[config.mk]
export PLATFORM = sky130hd
export DESIGN_NAME = mc_datapath
export DESIGN_NICKNAME = d
export VERILOG_FILES = /design/src/rtl/mc_pkg.sv /design/src/rtl/mc_regfile.sv /design/src/rtl/mc_datapath.sv
export SDC_FILE = /design/constraint.sdc
export NUM_CORES = 1
export LEC_CHECK = 0
export BUFFER_PORTS_ARGS = -buffer_cell sky130_fd_sc_hd__buf_4
export CORE_MARGIN = 1
export CORE_UTILIZATION = 55
export DETAILED_ROUTE_END_ITERATION = 10
export GPL_ROUTABILITY_DRIVEN = 0
export GPL_TIMING_DRIVEN = 1
export PLACE_DENSITY = 0.76
export SLEW_MARGIN = 20
export SYNTH_ARGS = -nofsm -noshare
export SYNTH_HDL_FRONTEND = slang
export SYNTH_SLANG_ARGS = --single-unit
[constraint.sdc]
create_clock -name clk -period 5 [get_ports clk]
set_clock_uncertainty 0.15 [all_clocks]
set_input_delay 1 -clock clk [delete_from_list [all_inputs] [get_ports clk]]
set_output_delay 1 -clock clk [all_outputs]
set_load 0.05 [all_outputs]
[src/rtl/mc_pkg.sv]
// Shared definitions for the multi-cycle 16-bit processor: opcodes, ALU ops,
// bus select codes and instruction field extraction used by datapath and controller.
package mc_pkg;

    localparam int unsigned DataW = 16;
    localparam int unsigned NumRegs = 16;

    typedef enum logic [1:0] {
        OpR   = 2'd0,
        OpBeq = 2'd1,
        OpLd  = 2'd2,
        OpSd  = 2'd3
    } opcode_e;

    localparam logic [1:0] AluAdd = 2'b00;
    localparam logic [1:0] AluSub = 2'b01;
    localparam logic [1:0] AluOr  = 2'b10;
    localparam logic [1:0] AluAnd = 2'b11;

    // Address bus (db_0) sources
    localparam logic [3:0] Db0Pc    = 4'b0000;
    localparam logic [3:0] Db0Rs1   = 4'b0010;
    localparam logic [3:0] Db0Rs2   = 4'b0011;
    localparam logic [3:0] Db0Alu   = 4'b0101;
    localparam logic [3:0] Db0PcMux = 4'b0110;
    localparam logic [3:0] Db0Rd    = 4'b0111;
    localparam logic [3:0] Db0Tr1   = 4'b1011;

    // Data bus (db_1) sources
    localparam logic [3:0] Db1Pc    = 4'b0000;
    localparam logic [3:0] Db1Ipr   = 4'b0001;
    localparam logic [3:0] Db1RfA   = 4'b0010;
    localparam logic [3:0] Db1RfB   = 4'b0011;
    localparam logic [3:0] Db1Off   = 4'b0100;
    localparam logic [3:0] Db1Alu   = 4'b0101;
    localparam logic [3:0] Db1Tr2   = 4'b1010;
    localparam logic [3:0] Db1Tr1   = 4'b1011;
    localparam logic [3:0] Db1DmRd  = 4'b1110;

    typedef struct packed {
        opcode_e     opcode;
        logic [1:0]  aluop;
        logic [3:0]  rd;
        logic [3:0]  rs1;
        logic [3:0]  rs2;
        logic [15:0] offset;
    } instr_fields_t;

    function automatic logic [3:0] field_rd(input logic [15:0] ir);
        return ir[11:8];
    endfunction

    // ld moves rs1 to the low nibble to make room for its offset
    function automatic logic [3:0] field_rs1(input logic [15:0] ir);
        return (opcode_e'(ir[15:14]) == OpLd) ? ir[3:0] : ir[7:4];
    endfunction

    function automatic logic [3:0] field_rs2(input logic [15:0] ir);
        return ir[3:0];
    endfunction

    function automatic logic [15:0] field_offset(input logic [15:0] ir);
        logic [3:0] off;
        off = (opcode_e'(ir[15:14]) == OpLd) ? ir[7:4] : ir[11:8];
        return {{12{off[3]}}, off};
    endfunction

    function automatic instr_fields_t decode_fields(input logic [15:0] ir);
        instr_fields_t f;
        f.opcode = opcode_e'(ir[15:14]);
        f.aluop  = ir[13:12];
        f.rd     = field_rd(ir);
        f.rs1    = field_rs1(ir);
        f.rs2    = field_rs2(ir);
        f.offset = field_offset(ir);
        return f;
    endfunction

endpackage

[src/rtl/mc_regfile.sv]
// 16x16 register file: combinational read, synchronous write, async active-low clear.
// Build option: MC_DP_R0_ZERO_EN makes R0 read as zero and ignore writes.
module mc_regfile
    import mc_pkg::*;
(
    input  logic             clk,
    input  logic             rst,
    input  logic             i_we,
    input  logic [3:0]       i_waddr,
    input  logic [DataW-1:0] i_wdata,
    input  logic [3:0]       i_raddr,
    output logic [DataW-1:0] o_rdata
);

    logic [DataW-1:0] r_mem [NumRegs];
    logic             w_we;

`ifdef MC_DP_R0_ZERO_EN
    assign w_we    = i_we && (i_waddr != 4'd0);
    assign o_rdata = (i_raddr == 4'd0) ? '0 : r_mem[i_raddr];
`else
    assign w_we    = i_we;
    assign o_rdata = r_mem[i_raddr];
`endif

    // Storage array; read above sees the pre-edge value on a same-cycle write
    always_ff @(posedge clk or negedge rst) begin
        if (!rst) begin
            for (int i = 0; i < NumRegs; i++) begin
                r_mem[i] <= '0;
            end
        end else if (w_we) begin
            r_mem[i_waddr] <= i_wdata;
        end
    end

endmodule

[src/rtl/mc_datapath.sv]
// Multi-cycle datapath: PC, IPR, IR, TR1, TR2, AR, ALU, two buses and the register file.
// Build option: MC_DP_R0_ZERO_EN (passed through to mc_regfile).
module mc_datapath
    import mc_pkg::*;
(
    input  logic             clk,
    input  logic             rst,
    input  logic             pc_wr_en,
    input  logic             pc_src,
    input  logic             ir_wr_en,
    input  logic             ipr_wr_en,
    input  logic             rf_wr_en,
    input  logic             tr1_wr_en,
    input  logic             tr2_wr_en,
    input  logic             alu_en,
    input  logic             dm_wr_en,
    input  logic [3:0]       db_0_s,
    input  logic [3:0]       db_1_s,
    input  logic [1:0]       alu_op,
    output logic [DataW-1:0] instruction,
    output logic             neg,
    output logic [DataW-1:0] im_addr,
    input  logic [DataW-1:0] im_rdata,
    output logic [DataW-1:0] dm_addr,
    output logic [DataW-1:0] dm_wdata,
    output logic             dm_we,
    input  logic [DataW-1:0] dm_rdata
);

    logic [DataW-1:0] r_pc, r_ipr, r_ir, r_tr1, r_tr2, r_ar;
    logic [DataW-1:0] w_db_0, w_db_1, w_alu, w_pc_mux, w_rf_rdata;

    mc_regfile u_regfile (
        .clk     (clk),
        .rst     (rst),
        .i_we    (rf_wr_en),
        .i_waddr (r_ar[3:0]),
        .i_wdata (w_db_1),
        .i_raddr (r_ar[3:0]),
        .o_rdata (w_rf_rdata)
    );

    // ALU on the temporary registers; carry is dropped
    always_comb begin
        w_alu = '0;
        case (alu_op)
            AluAdd:  w_alu = r_tr1 + r_tr2;
            AluSub:  w_alu = r_tr1 - r_tr2;
            AluOr:   w_alu = r_tr1 | r_tr2;
            default: w_alu = r_tr1 & r_tr2;
        endcase
    end

    // Data bus select; the PC mux is deliberately not a source here to avoid a loop
    always_comb begin
        w_db_1 = '0;
        case (db_1_s)
            Db1Pc:          w_db_1 = r_pc;
            Db1Ipr:         w_db_1 = r_ipr;
            Db1RfA, Db1RfB: w_db_1 = w_rf_rdata;
            Db1Off:         w_db_1 = field_offset(r_ir);
            Db1Alu:         w_db_1 = w_alu;
            Db1Tr2:         w_db_1 = r_tr2;
            Db1Tr1:         w_db_1 = r_tr1;
            Db1DmRd:        w_db_1 = dm_rdata;
            default:        w_db_1 = '0;
        endcase
    end

    assign w_pc_mux = pc_src ? w_db_1 : r_pc + 16'd1;

    // Address bus select
    always_comb begin
        w_db_0 = '0;
        case (db_0_s)
            Db0Pc:    w_db_0 = r_pc;
            Db0Rs1:   w_db_0 = {12'd0, field_rs1(r_ir)};
            Db0Rs2:   w_db_0 = {12'd0, field_rs2(r_ir)};
            Db0Alu:   w_db_0 = w_alu;
            Db0PcMux: w_db_0 = w_pc_mux;
            Db0Rd:    w_db_0 = {12'd0, field_rd(r_ir)};
            Db0Tr1:   w_db_0 = r_tr1;
            default:  w_db_0 = '0;
        endcase
    end

    // Architectural registers; AR follows the address bus every cycle
    always_ff @(posedge clk or negedge rst) begin
        if (!rst) begin
            r_pc  <= '0;
            r_ipr <= '0;
            r_ir  <= '0;
            r_tr1 <= '0;
            r_tr2 <= '0;
            r_ar  <= '0;
        end else begin
            r_ar <= w_db_0;
            if (ipr_wr_en) r_ipr <= im_rdata;
            if (ir_wr_en)  r_ir  <= im_rdata;
            if (tr1_wr_en) r_tr1 <= w_db_1;
            if (tr2_wr_en) r_tr2 <= w_db_1;
            if (pc_wr_en)  r_pc  <= w_pc_mux;
        end
    end

    assign instruction = r_ir;
    assign neg         = alu_en & w_alu[15];
    assign im_addr     = r_pc;
    assign dm_addr     = r_ar;
    assign dm_wdata    = w_db_1;
    // Gate with reset so no memory write can slip out while held in reset
    assign dm_we       = dm_wr_en & rst;

endmodule
== Yosys cells after proc, flatten, opt, wreduce, memory -nomap -nowiden ==
Cells that the tools add are included.
Storage, ports and cells
  bits in registers: 352
  bits in latches: 0
  memory bits (writable): 0
  ROM bits: 0
  input bits: 53
  memories: 0
Cells by class
  $add $sub $neg: 3
  multipliers: 0
  divide/modulo/power cells: 0
  magnitude comparators: 2
  equality and inequality tests: 17
  shift operators: 0
  muxes and demuxes: 12
  bitwise gates (word level): 5
  reduce and logical (&&, ||, !) cells: 5
Operators with widths (number)
  256-bit bitwise mux: 1
  16-bit case mux with 8 select lines: 1
  16-bit case mux with 7 select lines: 1
  16-bit binary-select mux with 4-bit select: 1
  16-bit demux with 4-bit select: 1
  16-bit 2-to-1 mux: 4
  16-bit case mux with 3 select lines: 1
  4-bit by 3-bit == test with 1-bit output, second input constant: 5
  16-bit by 1-bit adder with 16-bit output, second input constant: 1
  16-bit adder: 1
  16-bit bitwise AND: 1
  4-bit by 2-bit == test with 1-bit output, second input constant: 4
  4-bit == test, second input constant: 4
  16-bit bitwise OR: 1
  16-bit subtractor: 1
  4-bit zero test: 2
  4-bit 2-to-1 mux: 2
  5-bit greater-or-equal comparator, second input constant: 1
  5-bit by 1-bit < comparator with 1-bit output, second input constant: 1
  4-bit NOT with 5-bit output: 1
  2-bit == test, second input constant: 2
  4-bit by 1-bit == test with 1-bit output, second input constant: 1
  1-bit bitwise AND: 2
  2-bit by 1-bit == test with 1-bit output, second input constant: 1
  other kinds (3): 3

== Depth between registers and ports, before layout ==
  depth in word-level cells: 7
  depth in mapped cells: 17

== Modules after synthesis ==
From an unflattened synthesis, not the netlist that was laid out.
Unflattened totals
  cells, all modules: 1583
  area, all modules: 19230.9 µm²
By module, submodules not included
  mc_regfile: instances 1, cells an instance 712, area each 11623.6 µm², seq. area each 6406.1 µm²
  mc_datapath: instances 1, cells an instance 871, area each 7607.3 µm², seq. area each 2402.3 µm²

== Worst setup path after synthesis ==
OpenSTA, ideal clock, no wires.
  kind: input -> output
  from: input port alu_op[0]
  to: output port neg
  data arrival time: 4.506 ns
  required time: 3.850 ns
  path slack: -0.656 ns
  stages on the path: 14
  cell sequence: buf_2 inv_2 clkbuf_1 nor2_1 nor2_1 xnor2_1 ha_1 or3_1 o221ai_1 a21oi_1 a21oi_1 o21ai_0 xnor2_1 a211oi_1
On the way
  word-level cells in the longest chain between the ends: 3
  elaborated cells on any way between the ends: 5
  those cells by class: eq/ne (2); mux (1); bitwise (1); reduce/logical (1)
Ends and longest elaborated chain
  start: declaration: line mc_datapath.sv:19  | input logic [1:0] alu_op,
  2-bit == test, or another cell as far along: line mc_datapath.sv:46  | case (alu_op)
  16-bit case mux with 3 select lines (*): line mc_datapath.sv:46
  1-bit bitwise AND (*): line mc_datapath.sv:107  | assign neg = alu_en & w_alu[15];
  end: declaration: line mc_datapath.sv:21  | output logic neg,
Mark *: on every way between the ends. The rest lies on a longest branch, timed or not.

== Worst setup path in the final report ==
  from: register r_tr2[5]
  to: output port dm_wdata[15]
On the way
  word-level cells in the longest chain between the ends: 3
  elaborated cells on any way between the ends: 4
  those cells by class: add/sub (2); mux (2)
Ends and longest elaborated chain
  start: declaration: line mc_datapath.sv:30  | logic [DataW-1:0] r_pc, r_ipr, r_ir, r_tr1, r_tr2, r_ar;
  start signal: assignment: line mc_datapath.sv:101  | if (tr2_wr_en) r_tr2 <= w_db_1;
  16-bit subtractor / 16-bit adder (equally long branches): line mc_datapath.sv:48, mc_datapath.sv:47
  16-bit case mux with 3 select lines (*): line mc_datapath.sv:46
  16-bit case mux with 8 select lines (*): line mc_datapath.sv:57  | case (db_1_s)
  end: declaration: line mc_datapath.sv:25  | output logic [DataW-1:0] dm_wdata,
Marks and branches as above.

==> impl_metrics.yaml <==
yosys:
  ys_top_cells_by_area: "dfrtp_1 (48%), mux4_2 (8.8%), a21oi_1 (6.4%), nor2_1 (5.8%), nand2_1 (3.5%)"
  yosys.area.top_type: "dfrtp_1"
  yosysMostFrequentCell: "dfrtp_1"
  yosysSeqAreaShare_pct: 48.5
  syn_nets: 1926
  netlist_area_um2: 18200
  ys_top_cells_by_count: "dfrtp_1 (352), nor2_1 (283), a21oi_1 (234), nand2_1 (171), clkbuf_1 (112)"
  synth_top_area_share_pct: 48.5
  yosys_warnings: 0
  ys_ff_latch: 352
  syn-mean-instance-area_um2: 9.80
  ys_dominant_reg_cell: "dfrtp_1"
  synth-edff-count: 0
  async_flop_share_pct: 100
  synth_cell_types: 78
  syn_inst: 1853
pwr:
  total_power_mw: 10.3
  leakagePower_nw: 9.25
  power_density_nw_per_um2: 486
  ir_worst_vdd_mv: 0.295
grt:
  grt_pass1_wl_mm: 87.6
  grt_overflow: 0
  grt_use_total_pct: 34.6
  grt_max_degree: 169
  first_global_vias: 15116
  antenna_found_initial: 0
sta:
  timing.hold.ws_ns: 0.278
  drv_slew: 0
  rsz0062_at_grt: "yes"
  hold_viol_final: 0
  slew_headroom_pct: 33.7
  fmax_mhz: 200
  finalCriticalPeriod_ns: 4.99
  setup_viol: 0
  setup_slack_ns: 0.0121
  final.period_utilization_pct: 99.8
  max_slew.worst_pin.slew_ns: 0.990
finish:
  multi_input_area_um2: 8800
  nets: 2008
  final_core_util_pct: 65.0
  layout.cells.non_filler: 2405
  drive_gt1_share_pct: 23.3
  fillers: 2536
  area_growth_pct: 16.5
  regArea_um2: 8820
  diodes: 0
cts:
  htreeDepth: 2
  clk_pin_slew_ns: 0.07
  cts_buffers: 38
  clkSinkCount: 352
  root_buffer: "clkbuf_16"
  cts_tree: "built"
  cts_buffer_depth: 3
  clk_latency_ns: 0.53
  ctsHoldBuffers: 0
critical_path:
  critPathMaxStageDelay_ns: 0.43
  crit_arrival_ns: 3.84
  slowest_stage: "dfrtp_2"
  end_kind: "output pin"
  path_buf_inv: 5
  crit_path_frequent_cell: "buf_4"
  critPathLaunchType: "flop"
  timing.critical_path.max_delay_family: "simple AND/OR/NAND/NOR gates"
  critPathMaxFanout: 4
  critPathKind: "reg2out"
  crit_chain: "nor3_4 -> nand3b_1 -> or2_4 -> o41ai_4 -> buf_4 -> nand2_2 -> xnor2_2 -> ha_4 -> a21o_1 -> a21oi_2 -> nor2_2 -> nor2_2 -> o21ai_2 -> buf_4 -> a211oi_2 -> buf_4 -> inv_2 -> buf_6"
  required_ns: 3.85
  rrSetupSlack_ns: 1.01
worst_hold_path:
  hold_path.class: "in2async"
die:
  rows: 66
  fp.dieArea_um2: 33800
  num_io_pins: 119
  die_x_um: 184
  core_um2: 32500
  start_util_pct: 55.8
  die_h_um: 184
detailed_routing:
  remaining_drc_errors: 0
  finalWirelength_mm: 57.7
  drt_iter0_markers: 1762
  drtPass1Iterations: 6
  wl_per_cell_um: 24.0
  via_count: 15585
  via_per_inst: 6.48
  final_antenna_net_count: 0
place:
  pre_cts_ws_ns: -0.0162
  dp_cells: 2325
  post-dp-hpwl_mm: 39.2
  io_buffers: 118
outcome:
  status: "finished clean"
flow_run:
  cap_violations: 0
==> layout by cell type (no fill, tap or decap), drive strengths merged, types with 36 or more instances in the layout <==
cell      n
dfrtp   352
nor2    284
a21oi   235
buf     207
nand2   171
o21ai   152
mux4     71
clkbuf   56
mux2     36
==> worst reg2reg max path, cell delays in order (launching register included) <==
cell and delay, ns:
dfrtp_2 0.43, nor3_4 0.19, nand3b_1 0.13, or2_4 0.29, o21ai_0 0.21, xor2_1 0.20, ha_2 0.35, nand2_1 0.08
o21ai_1 0.08, nor2b_2 0.18, buf_4 0.15, o21ai_0 0.21, o311ai_2 0.17, nor3_1 0.65, o211ai_1 0.32
==> registers in the layout, indices dropped and copies added, names as in the netlist <==
signal           cells
im_addr             16
instruction         16
r_tr1               16
r_ipr               16
r_tr2               16
dm_addr             16
u_regfile.r_mem    256
==> power by group <==
part	switching, mW	total, mW	internal [mW]
logic	1.84	3.22	1.38
registers	0.603	4.24	3.64
clock network	1.15	2.82	1.67
total	3.59	10.3	6.68
==> through the flow <==
| step | TNS [ns] | instance area [um^2] |
|---|---|---|
| 6_report | 0 | 21200 |
| 5_1_grt | -0.406 | 21200 |
| 4_1_cts | -0.0424 | 21000 |
| 3_5_place_dp | -0.0162 | 19600 |
| 3_3_place_gp | 0 | 19600 |
| 2_1_floorplan | 0 | 18200 |
==> final timing paths <==
path | cells past startpoint | startpoint | endpoint
setup / recovery | 18 | r_tr2[5] | dm_wdata[15]
hold / removal | 1 | rst | r_ipr[13]
setup reg to reg | 14 | r_tr2[5] | dm_addr[12]
hold reg to reg | 2 | u_regfile.r_mem[214] | u_regfile.r_mem[214]
max in group asynchronous | 2 | rst | u_regfile.r_mem[166]
min in group clk | 2 | u_regfile.r_mem[214] | u_regfile.r_mem[214]
==> cell type report <==
| class | instances | share of cell area, % |
|---|---|---|
| sequential | 352 | 41.7 |
| tap | 442 | 2.61 |
| clock buffer | 56 | 5.15 |
| timing repair buffer | 207 | 7.71 |
| clock inverter | 12 | 0.668 |
| inverter | 32 | 0.568 |
| multi-input combinational | 1304 | 41.6 |
==> kinds of logic after synthesis <==
| logic type | share of synthesized area (%) |
|---|---|
| compound gates | 17.2 |
| xor+xnor | 1.40 |
| fa+ha+maj | 1.92 |
| buf+inv | 4.59 |
| flops | 48.5 |
| mux | 12.9 |
| simple gates | 13.6 |
==> repair_timing <==
item                                    CTS  global route
setup buffers                             6             6
cloned                                    0             0
resized for setup                        19            29
pin swaps                                 7            18
endpoints found under the setup margin    8            12
==> metal layers <==
| layer | vias to the layer above | part of all wire (%) | wire (um) | track usage [%] |
|---|---|---|---|---|
| li1 | 6778 | - | - | - |
| met1 | 7602 | 39 | 22800 | 46.0 |
| met2 | 947 | 44 | 25600 | 52.8 |
| met3 | 258 | 10 | 5880 | 8.89 |
| met4 | 0 | 6.1 | 3510 | 17.0 |
| met5 | - | 0 | 0 | 1.04 |
Note: power is estimated with default switching activity, not from simulation.
